[src/rtl/stage_mem_ws.sv]
// MEM pipeline stage: data memory with configurable wait states, upstream stall
// while an access is pending, and the MEM/WB pipeline register.
module stage_mem_ws #(
  parameter int DATA_W      = 8,
  parameter int ADDR_W      = 4,
  parameter int REG_W       = 3,
  parameter int WAIT_STATES = 2
) (
  input  logic              clk,
  input  logic              reset,
  input  logic              valid_MEM,
  input  logic              flush_MEM,
  input  logic              MemRead_MEM,
  input  logic              MemWrite_MEM,
  input  logic              ResultSrc_MEM,
  input  logic              RegWrite_MEM,
  input  logic [REG_W-1:0]  rd_MEM,
  input  logic [DATA_W-1:0] alu_result_MEM,
  input  logic [DATA_W-1:0] write_data_MEM,
  output logic              stall_MEM,
  output logic [DATA_W-1:0] mem_data_out,
  output logic [DATA_W-1:0] alu_result_out,
  output logic              ResultSrc_WB,
  output logic              RegWrite_WB,
  output logic              valid_WB,
  output logic [REG_W-1:0]  rd_WB,
  output logic [REG_W-1:0]  rd_WB_d,
  output logic              addr_err
);

  typedef enum logic {IDLE, BUSY} state_t;

  localparam int         DEPTH    = 2 ** ADDR_W;
  localparam bit         HAS_WAIT = (WAIT_STATES > 0);
  localparam logic [3:0] CNT_INIT = HAS_WAIT ? 4'(WAIT_STATES - 1) : 4'd0;

  logic [DATA_W-1:0] mem [DEPTH];
  state_t            state, state_nxt;
  logic [3:0]        cnt, cnt_nxt;
  logic              mem_op, complete, bad_addr;
  logic [ADDR_W-1:0] addr;

  assign mem_op   = valid_MEM & (MemRead_MEM | MemWrite_MEM) & ~flush_MEM;
  assign addr     = alu_result_MEM[ADDR_W-1:0];
  // Any address bit above the memory's range marks the access as out of bounds.
  assign bad_addr = |(alu_result_MEM >> ADDR_W);
  assign rd_WB    = rd_MEM;

  // NOTE: every output of this always_comb gets a default first so no path leaves a latch.
  always_comb begin
    state_nxt = state;
    cnt_nxt   = cnt;
    stall_MEM = 1'b0;
    complete  = 1'b0;
    case (state)
      IDLE: begin
        if (mem_op) begin
          if (HAS_WAIT) begin
            state_nxt = BUSY;
            cnt_nxt   = CNT_INIT;
            stall_MEM = 1'b1;
          end else begin
            complete = 1'b1;
          end
        end
      end
      BUSY: begin
        if (!mem_op) begin
          // Flushed (or withdrawn) mid-access: abandon without touching memory.
          state_nxt = IDLE;
          cnt_nxt   = 4'd0;
        end else if (cnt != 4'd0) begin
          cnt_nxt   = cnt - 4'd1;
          stall_MEM = 1'b1;
        end else begin
          complete  = 1'b1;
          state_nxt = IDLE;
        end
      end
    endcase
    if (!reset) stall_MEM = 1'b0;
  end

  // NOTE: sequential state uses non-blocking assignments so all registers update together.
  always_ff @(posedge clk or negedge reset) begin
    if (!reset) begin
      state <= IDLE;
      cnt   <= 4'd0;
    end else begin
      state <= state_nxt;
      cnt   <= cnt_nxt;
    end
  end

  // NOTE: the memory array is reset word by word because a cleared memory is part of the reset state.
  always_ff @(posedge clk or negedge reset) begin
    if (!reset) begin
      for (int i = 0; i < DEPTH; i++) mem[i] <= '0;
    end else if (complete && MemWrite_MEM && !bad_addr) begin
      mem[addr] <= write_data_MEM;
    end
  end

  // MEM/WB register: a stall inserts a bubble and holds the data fields.
  always_ff @(posedge clk or negedge reset) begin
    if (!reset) begin
      mem_data_out   <= '0;
      alu_result_out <= '0;
      ResultSrc_WB   <= 1'b0;
      RegWrite_WB    <= 1'b0;
      valid_WB       <= 1'b0;
      rd_WB_d        <= '0;
      addr_err       <= 1'b0;
    end else begin
      addr_err <= complete & bad_addr;
      if (!stall_MEM) begin
        alu_result_out <= alu_result_MEM;
        ResultSrc_WB   <= ResultSrc_MEM;
        rd_WB_d        <= rd_MEM;
        valid_WB       <= valid_MEM & ~flush_MEM;
        RegWrite_WB    <= RegWrite_MEM & valid_MEM & ~flush_MEM;
        // Reading before the same-edge write returns the old word on read+write.
        if (complete && MemRead_MEM)
          mem_data_out <= bad_addr ? '0 : mem[addr];
      end else begin
        valid_WB    <= 1'b0;
        RegWrite_WB <= 1'b0;
      end
    end
  end

endmodule

[config.mk]
export PLATFORM = sky130hd
export DESIGN_NAME = stage_mem_ws
export DESIGN_NICKNAME = d
export VERILOG_FILES = /design/src/rtl/stage_mem_ws.sv
export SDC_FILE = /design/constraint.sdc
export NUM_CORES = 1
export LEC_CHECK = 0
export CORE_MARGIN = 2
export CORE_UTILIZATION = 53
export CTS_CLUSTER_DIAMETER = 80
export DETAILED_ROUTE_END_ITERATION = 16
export GPL_TIMING_DRIVEN = 0
export PLACE_DENSITY = 0.76
export SLEW_MARGIN = 25
export SYNTH_ARGS = -nofsm -noshare
export SYNTH_HDL_FRONTEND = slang
export SYNTH_SLANG_ARGS = --single-unit
[constraint.sdc]
create_clock -name clk -period 2 [get_ports clk]
set_input_delay 0.4 -clock clk [delete_from_list [all_inputs] [get_ports clk]]
set_output_delay 0.4 -clock clk [all_outputs]
set_load 0.02 [all_outputs]
## Word-level counts from Yosys, hierarchy flattened

Cells that the tools add are included.

| storage, ports and cells | value |
|---|---|
| register bits | 156 |
| input bits | 27 |
| output and inout bits | 27 |
| word-level logic and storage cells | 71 |

| operators by class | value |
|---|---|
| add/sub/neg operators | 1 |
| order comparisons | 2 |
| eq/ne operators | 2 |
| multiplexer cells | 21 |
| bitwise gates (word level) | 11 |
| reductions and logical operators | 9 |

Operators by type and width:

| cell | number |
|---|---|
| $bwmux W128 | 1 |
| $bmux W8 S4 | 1 |
| $demux W8 S4 | 1 |
| $mux W8 | 4 |
| $mux W4 | 3 |
| $mux W1 | 8 |
| $pmux W4 S2 | 1 |
| $and A1 B1 Y1 | 6 |
| $ge A5 B5 Y1 const B | 1 |
| $lt A5 B1 Y1 const B | 1 |
| $not A4 Y5 | 1 |
| $logic_and A1 B1 Y1 | 4 |
| $pmux W1 S2 | 2 |
| $reduce_and A2 Y1 | 2 |
| $reduce_bool A4 Y1 | 1 |
| $reduce_or A4 Y1 | 1 |
| $sub A4 B1 Y4 const B | 1 |
| $ne A3 B2 Y1 const B | 1 |
| $not A1 Y1 | 3 |
| $ne A2 B2 Y1 const B | 1 |
| $logic_not A1 Y1 | 1 |
| $or A1 B1 Y1 | 1 |

## Logic depth before layout (Yosys ltp)

Gate-level depths: netlist of run 1.

| depth | value |
|---|---|
| word-level depth | 8 |
| depth in mapped cells | 7 |
| depth with buffers taken out | 7 |

## Least setup slack after synthesis of run 1

No wires, ideal clock.

| timing | value |
|---|---|
| kind | reg2reg |
| start | register cnt[0] |
| end | register mem[80] (netlist bit) |
| library setup time | 0.125 ns |
| arrival | 1.990 ns |
| data required time | 1.875 ns |
| setup slack | -0.115 ns |
| cell stages (with the launch flop) | 7 |
| path buffers | 0 |
| clock period less this slack | 2.115 ns |
| cell sequence | dfrtp_1 > inv_1 > ha_1 > and4bb_2 > nand4_2 > nor3_2 > mux2_2 |

| on the way | value |
|---|---|
| longest elaborated chain between the ends | 6 |

RTL lines:

| item | RTL line | text |
|---|---|---|
| start: declaration | 39 | `logic [3:0] cnt, cnt_nxt;` |
| start signal: assignment | 91 | `cnt <= cnt_nxt;` |
| $reduce_bool A4 Y1 | 72 | `end else if (cnt != 4'd0) begin` |
| $mux W1 | 72 |  |
| $mux W1 | 68 | `if (!mem_op) begin` |
| $pmux W1 S2 | 55 | `case (state)` |
| $logic_and A1 B1 Y1 (2 in a row) | 99 | `end else if (complete && MemWrite_MEM && !bad_addr) begin` |
| end signal: indexed assignment | 100 | `mem[addr] <= write_data_MEM;` |
| end: declaration | 37 | `logic [DATA_W-1:0] mem [DEPTH];` |

No other way between the ends.
A chain may end at the register's enable or synchronous reset.

## Final worst setup path of run 1

| timing | value |
|---|---|
| start | register cnt[0] |
| end | register mem[123] (netlist bit) |

Same word-level chain as after synthesis.

==> reports/metrics.csv, run 1 <==
stage,metric,value,unit
die,start_util,0.541,
yosys,ys_types,43,
sta,fin_ws,-0.171,ns
critical_path,cp_max_fo,8,
power,pwr-share-seq,0.446,
critical_path,cp_top_family,simple AND/OR/NAND/NOR gates,
layout,post-route-util,0.693,
routing,dr.pass1.iters,4,
run,max_cap_violations,0,
power,power,7.21,mW
yosys,syn_inst,451,
die,die_w,120,um
sta,relSlewSlack,0.273,
placed_design,place_ws,-1.06,ns
critical_path,cp-start-kind,register,
grt,antenna_found_initial,0,
critical_path,path_buf_inv,4,
placed_design,hpwl,10600,um
placed_design,numPortBuffers,51,
yosys,synth_area_per_cell,15.8,sq um
yosys,synth_edf_count,0,
power,pwr-share-comb,0.081,
min_path,hp-class,in2async,
cts,clock_path_buffers,2,
yosys,ys_async_sr_fraction,1.00,
yosys,syn_nets,480,
die,core,0.0132,sq mm
sta,post-route-period-util,1.09,
layout,nNetsFinal,575,
critical_path,reg2regPathDepth,9,
critical_path,crit_chain,inv_2 -> ha_4 -> and4bb_4 -> buf_6 -> nand4b_4 -> buf_12 -> nor3_4 -> buf_12 -> mux2_4,
critical_path,rr_startpoint,cnt[0]$_DFFE_PN0P_,
routing,routed_via_density,6.00,
yosys,ys_warn_count,0,
power,swShare,0.229,
routing,post_drt_wl_per_cell,23.1,um
cts,cts.htree.levels,4,
sta,setup_viol,88,
placed_design,place_congestion,0.818,
cts,cts_buffers,17,
power,p_sw,1.65,mW
critical_path,r2r_slack,-0.17,ns
power,p_leak,4.30,nW
critical_path,crit_type,reg2reg,
placed_design,dp_cells,679,
critical_path,end_kind,register,
routing,vias,4407,
status,violations,"hold timing, setup timing",
routing,routed_wl,17000,um
critical_path,critical_path_depth,9,
grt,grt.overflow.total,0,
sta,fmax,0.461,GHz
layout,drive_above_1_share,0.485,
sta,drv_slew,0,
layout,num_antenna_cells,0,
layout,area_delta_synth_final,28.1,%
critical_path,r2r_end,mem[123]$_DFFE_PN0P_,
yosys,synth-seq-cells,156,
cts,cts.reportedPaths.clkPinSlew,0.06,ns
yosys,ys.flop_type,dfrtp_1,
routing,first_iter_violations,249,
grt,grt_max_degree,99,
layout,finalNonFillerCells,735,
critical_path,arrival,2.48,ns
grt,grt_usage,0.251,
cts,clk_latency,0.43,ns
yosys,syn_area,0.00714,sq mm
sta,final.min_clock_period,2.17,ns
status,status,"finished, violations left",
power,cellPowerDensity,789,mW/mm^2
critical_path,cp_common_cell,buf_12,
die,rows,42,
grt,grt_pass1_wl,26300,um
die,pin_count,54,
cts,cts_tree,yes,
power,peakVddDrop,0.000560,V
critical_path,cp_slowest_cell,dfrtp_1,
critical_path,slowest_delay,0.39,ns
sta,worst_slew_pin_slew,1.09,ns
power,internal_power,5.56,mW
sta,hold_slack,-0.0922,ns
die,die_area,0.0144,sq mm
routing,drc_errors,0,
routing,antenna_left,0,
cts,clock_sinks,156,
sta,skew,0.00788,ns
critical_path,required,2.31,ns
cts,cts-root-buf,clkbuf_16,
die,die_h,120,um
yosys,synth_seq_area_share,0.547,
grt,grt_pass1_vias,4765,
power,p_clk_frac,0.473,
sta,finalHoldViolations,58,
sta,rsz0062_at_grt,yes,
state kept, by name (all words and copies together), names as in the netlist:
name and cells:
RegWrite_WB 1, ResultSrc_WB 1, addr_err 1, alu_result_out 8
cnt 4, mem 128, mem_data_out 8, rd_WB_d 3
state 1, valid_WB 1
worst max path at each step:
stage,endpoint,from,slack (ns)
after floorplan,mem[112]$_DFFE_PN0P_,alu_result_MEM[5],-0.07
final,mem[123]$_DFFE_PN0P_,cnt[0]$_DFFE_PN0P_,-0.17
after CTS,stall_MEM,cnt[1]$_DFFE_PN0P_,-0.14
after detailed placement,stall_MEM,MemWrite_MEM,-1.06
after global placement,stall_MEM,reset,-6.13
after global routing,stall_MEM,cnt[1]$_DFFE_PN0P_,-0.21
area by class of cell:
| class | count | area [sq um] |
|---|---|---|
| Sequential cell | 156 | 3900 |
| Multi-Input combinational cell | 267 | 3400 |
| Timing Repair Buffer | 77 | 861 |
| Tap cell | 176 | 220 |
| Clock inverter | 10 | 164 |
| Clock buffer | 22 | 454 |
| Inverter | 4 | 17.5 |
| Fill cell | 856 | 4050 |
| Buffer | 23 | 116 |
cell usage in the layout (no fill, tap or decap), drive strengths merged, types with 2 or more instances in the layout:
| cell | synthesis | final |
|---|---|---|
| nand3 | 10 | 10 |
| nand2 | 2 | 2 |
| or3 | 2 | 2 |
| clkinv | 0 | 4 |
| bufinv | 0 | 4 |
| clkbuf | 11 | 33 |
| dfrtp | 156 | 156 |
| nor4b | 2 | 2 |
| nor4 | 3 | 3 |
| ha | 2 | 2 |
| nand4 | 3 | 3 |
| mux4 | 32 | 32 |
| dlymetal6s2s | 0 | 3 |
| mux2 | 139 | 139 |
| inv | 4 | 5 |
| o21ai | 4 | 4 |
| a22o | 9 | 9 |
| mux2i | 24 | 24 |
| nor3 | 10 | 10 |
| nor2 | 8 | 8 |
| clkdlybuf4s15 | 0 | 2 |
| dlygate4sd2 | 0 | 2 |
| clkdlybuf4s50 | 0 | 42 |
| buf | 13 | 40 |
| and3 | 2 | 2 |
Yosys cell counts, types with 3 or more instances:
library cell	instances	area, sq um
o21ai_0	4	20.0
clkbuf_1	11	41.3
mux2i_1	24	240
buf_4	3	22.5
buf_2	6	30.0
nor3_4	4	65.1
buf_1	4	15.0
dfrtp_1	156	3900
nor2_1	8	30.0
nand3_1	10	50.1
mux4_2	32	721
mux2_2	139	1570
a22o_1	9	78.8
nor3_1	4	20.0
repair_timing:
item / CTS / global route
pin swaps: 14 / 6
resized for setup: 47 / 34
gates cloned: 0 / 0
setup buffers: 23 / 2
setup endpoints to repair: 149 / 123
hold endpoints to repair: 58 / 58
kinds of logic after synthesis:
group / synth area share
flip-flops: 0.547
buffers and inverters: 0.0174
adder cells (fa/ha/maj): 0.00351
AND/OR/NAND/NOR: 0.0599
AO/OA/AOI/OAI: 0.0184
multiplexers: 0.354
through the flow:
stage	instance area [sq um]	setup TNS [ns]
3_3_place_gp	7900	-1032.45
6_report	9140	-6.16
4_1_cts	8980	-3.55
2_1_floorplan	7170	-2.43
3_5_place_dp	7940	-117.55
5_1_grt	9140	-10.94
power groups by stage:
| stage | Sequential, mW | Clock [mW] | Combinational [mW] |
|---|---|---|---|
| 6_report | 3.21 | 3.41 | 0.582 |
| 5_1_grt | 3.22 | 3.58 | 0.630 |
| 4_1_cts | 3.21 | 3.44 | 0.560 |
| 3_3_place_gp | 3.27 | 0 | 0.473 |
| 2_1_floorplan | 3.29 | 0 | 0.219 |
| 3_5_place_dp | 3.27 | 0 | 0.499 |
layer usage:
metal | share of wire | GRT usage | up-vias
met5 | 0 | 0 | -
met4 | 0.027 | 0.0978 | 0
met3 | 0.056 | 0.0642 | 33
met2 | 0.51 | 0.424 | 125
met1 | 0.41 | 0.312 | 2345
li1 | - | - | 1904
Power figures use the tool's default switching activity.
==> inputs of run 2 (changes only) <==
--- a/config.mk
+++ b/config.mk
@@ -6,11 +6,11 @@
 export NUM_CORES = 1
 export LEC_CHECK = 0
 export CORE_MARGIN = 2
-export CORE_UTILIZATION = 53
+export CORE_UTILIZATION = 63
 export CTS_CLUSTER_DIAMETER = 80
 export DETAILED_ROUTE_END_ITERATION = 16
 export GPL_TIMING_DRIVEN = 0
-export PLACE_DENSITY = 0.76
+export PLACE_DENSITY = 0.85
 export SLEW_MARGIN = 25
 export SYNTH_ARGS = -nofsm -noshare
 export SYNTH_HDL_FRONTEND = slang
==> constraint.sdc (replaced) <==
create_clock -name clk -period 2.7 [get_ports clk]
set_input_delay 0.54 -clock clk [delete_from_list [all_inputs] [get_ports clk]]
set_output_delay 0.54 -clock clk [all_outputs]
set_load 0.02 [all_outputs]
==> run 2 against run 1 <==
The flow finishes with violations (setup timing). Register-to-register slack improved by 0.21 ns. Critical path depth decreased by 4. Setup slack improved by 0.14 ns. Largest cell class unchanged.
==> reports/metrics.csv, run 2 (synthesis gave the netlist of run 1 again) <==
stage,metric,value,unit
cts,cts-root-buf,clkbuf_16,
critical_path,cp_top_family,simple AND/OR/NAND/NOR gates,
critical_path,crit_type,in2reg,
routing,post_drt_wl_per_cell,24.5,um
routing,routed_via_density,6.41,
critical_path,required,3.01,ns
die,die_w,110,um
die,pin_count,54,
grt,grt_max_degree,83,
sta,setup_viol,8,
layout,num_antenna_cells,0,
cts,clock_path_buffers,2,
layout,largest_reg_flops,128,
layout,drive_above_1_share,0.455,
critical_path,cp-start-kind,input pin,
sta,fin_tns_setup,-0.234,ns
grt,antenna_found_initial,0,
power,p_leak,4.13,nW
critical_path,arrival,3.04,ns
sta,final.min_clock_period,2.74,ns
layout,regArea,0.00390,sq mm
layout,regMostFlops,mem,
critical_path,cp_max_fo,8,
sta,post-route-period-util,1.01,
cts,cts.htree.levels,4,
power,peakVddDrop,0.000486,V
status,status,"finished, violations left",
critical_path,rr_startpoint,cnt[1]$_DFFE_PN0P_,
sta,fin_ws,-0.0356,ns
layout,fill_cells,603,
critical_path,path_buf_inv,1,
critical_path,reg2regPathDepth,6,
die,die_h,110,um
sta,skew,0.00490,ns
min_path,hp-class,in2async,
grt,grt_usage,0.288,
layout,area_delta_synth_final,20.2,%
sta,worst_slew_pin_slew,1.03,ns
cts,cts.reportedPaths.clkPinSlew,0.06,ns
layout,layout_common_cells,"dfrtp_1 (156), mux2_2 (139), clkdlybuf4s50_1 (49)",
sta,finalHoldViolations,0,
placed_design,place_ws,-0.765,ns
routing,vias,4423,
die,start_util,0.653,
critical_path,cp_slowest_cell,or4_4,
routing,drc_errors,0,
routing,dr.pass1.iters,5,
cts,clk_latency,0.43,ns
grt,grt_pass1_vias,4636,
grt,grt.overflow.total,0,
critical_path,r2r_end,mem[40]$_DFFE_PN0P_,
placed_design,place_area,0.00786,sq mm
placed_design,place_congestion,0.834,
cts,cts_buffers,17,
sta,rsz0062_at_grt,yes,
sta,fmax,0.366,GHz
routing,routed_wl,16900,um
grt,grt_pass1_wl,26200,um
run,max_cap_violations,0,
cts,holdBufCountCts,0,
layout,mostFrequentLayoutCell,dfrtp_1,
cts,cts_tree,yes,
die,core,0.0109,sq mm
critical_path,end_kind,register,
critical_path,crit_chain,clkdlybuf4s50_1 -> or4_4 -> nor3_1 -> nand3_1 -> mux2_2,
die,rows,38,
layout,multi_input_area,0.00316,sq mm
sta,hold_slack,0.0740,ns
placed_design,numPortBuffers,51,
critical_path,slowest_delay,0.62,ns
layout,final_area,0.00858,sq mm
critical_path,r2r_slack,0.04,ns
power,cellPowerDensity,577,mW/mm^2
placed_design,hpwl,10500,um
die,die_area,0.0122,sq mm
layout,post-route-util,0.785,
sta,drv_slew,0,
routing,antenna_left,0,
cts,clock_sinks,156,
sta,relSlewSlack,0.313,
layout,largestRegisters,"mem x128, alu_result_out x8, mem_data_out x8",
layout,nNetsFinal,566,
routing,first_iter_violations,351,
status,violations,setup timing,
==> run 2: cell types whose count changed in the layout (fill, tap and decap cells not counted), moves of 4 or more <==
| cell | change |
|---|---|
| buf_12 | -7 |
| mux2_2 | +27 |
| mux2_4 | -27 |
| nand3_4 | -6 |
| buf_6 | -4 |
| clkdlybuf4s50_1 | +7 |
| nand3_1 | +4 |
| clkinv_2 | +5 |
==> run 2: stage by stage <==
| step | cells | power, mW |
|---|---|---|
| floorplan | 451 | 2.60 |
| global placement | 642 | 2.77 |
| detailed placement | 643 | 2.79 |
| CTS | 676 | 4.96 |
| global route | 690 | 5.12 |
| finish | 690 | 4.95 |
==> run 2: area by class of cell <==
| class | instances | share of cell area |
|---|---|---|
| sequential | 156 | 0.455 |
| multi-input combinational | 267 | 0.368 |
| timing repair buffer | 67 | 0.0794 |
| clock buffer | 20 | 0.0509 |
| tap | 140 | 0.0204 |
| buffer | 24 | 0.0127 |
| clock inverter | 12 | 0.0115 |
| inverter | 4 | 0.00204 |
==> run 2: what timing repair did <==
item                       4_1_cts  5_1_grt
pin swaps                        0        8
setup buffers                    1       14
gates resized for setup         10        5
setup endpoints to repair       17       83
hold endpoints to repair         0        0
==> run 2: report_power, final <==
group	switching, mW	internal (mW)	total, mW
Clock	0.924	1.26	2.18
Sequential	0.0169	2.36	2.38
Combinational	0.231	0.160	0.391
Total	1.17	3.78	4.95
==> run 2: worst max-delay path by stage <==
stage	to	from	slack (ns)	cells past startpoint
finish	mem[40]$_DFFE_PN0P_	alu_result_MEM[5]	-0.04	5
global route	mem[58]$_DFFE_PN0P_	cnt[1]$_DFFE_PN0P_	-0.05	6
CTS	stall_MEM	cnt[0]$_DFFE_PN0P_	-0.01	7
detailed placement	stall_MEM	MemWrite_MEM	-0.77	6
global placement	stall_MEM	reset	-6.29	4
floorplan	mem[112]$_DFFE_PN0P_	alu_result_MEM[5]	0.49	4
==> run 2: per-layer routing <==
layer  vias to the layer above  global-route usage  wire length, um
li1                       1886                   -                -
met1                      2289               0.388             6930
met2                       202               0.453             8220
met3                        46              0.0703             1260
met4                         0               0.124              526
met5                         -                   0                0
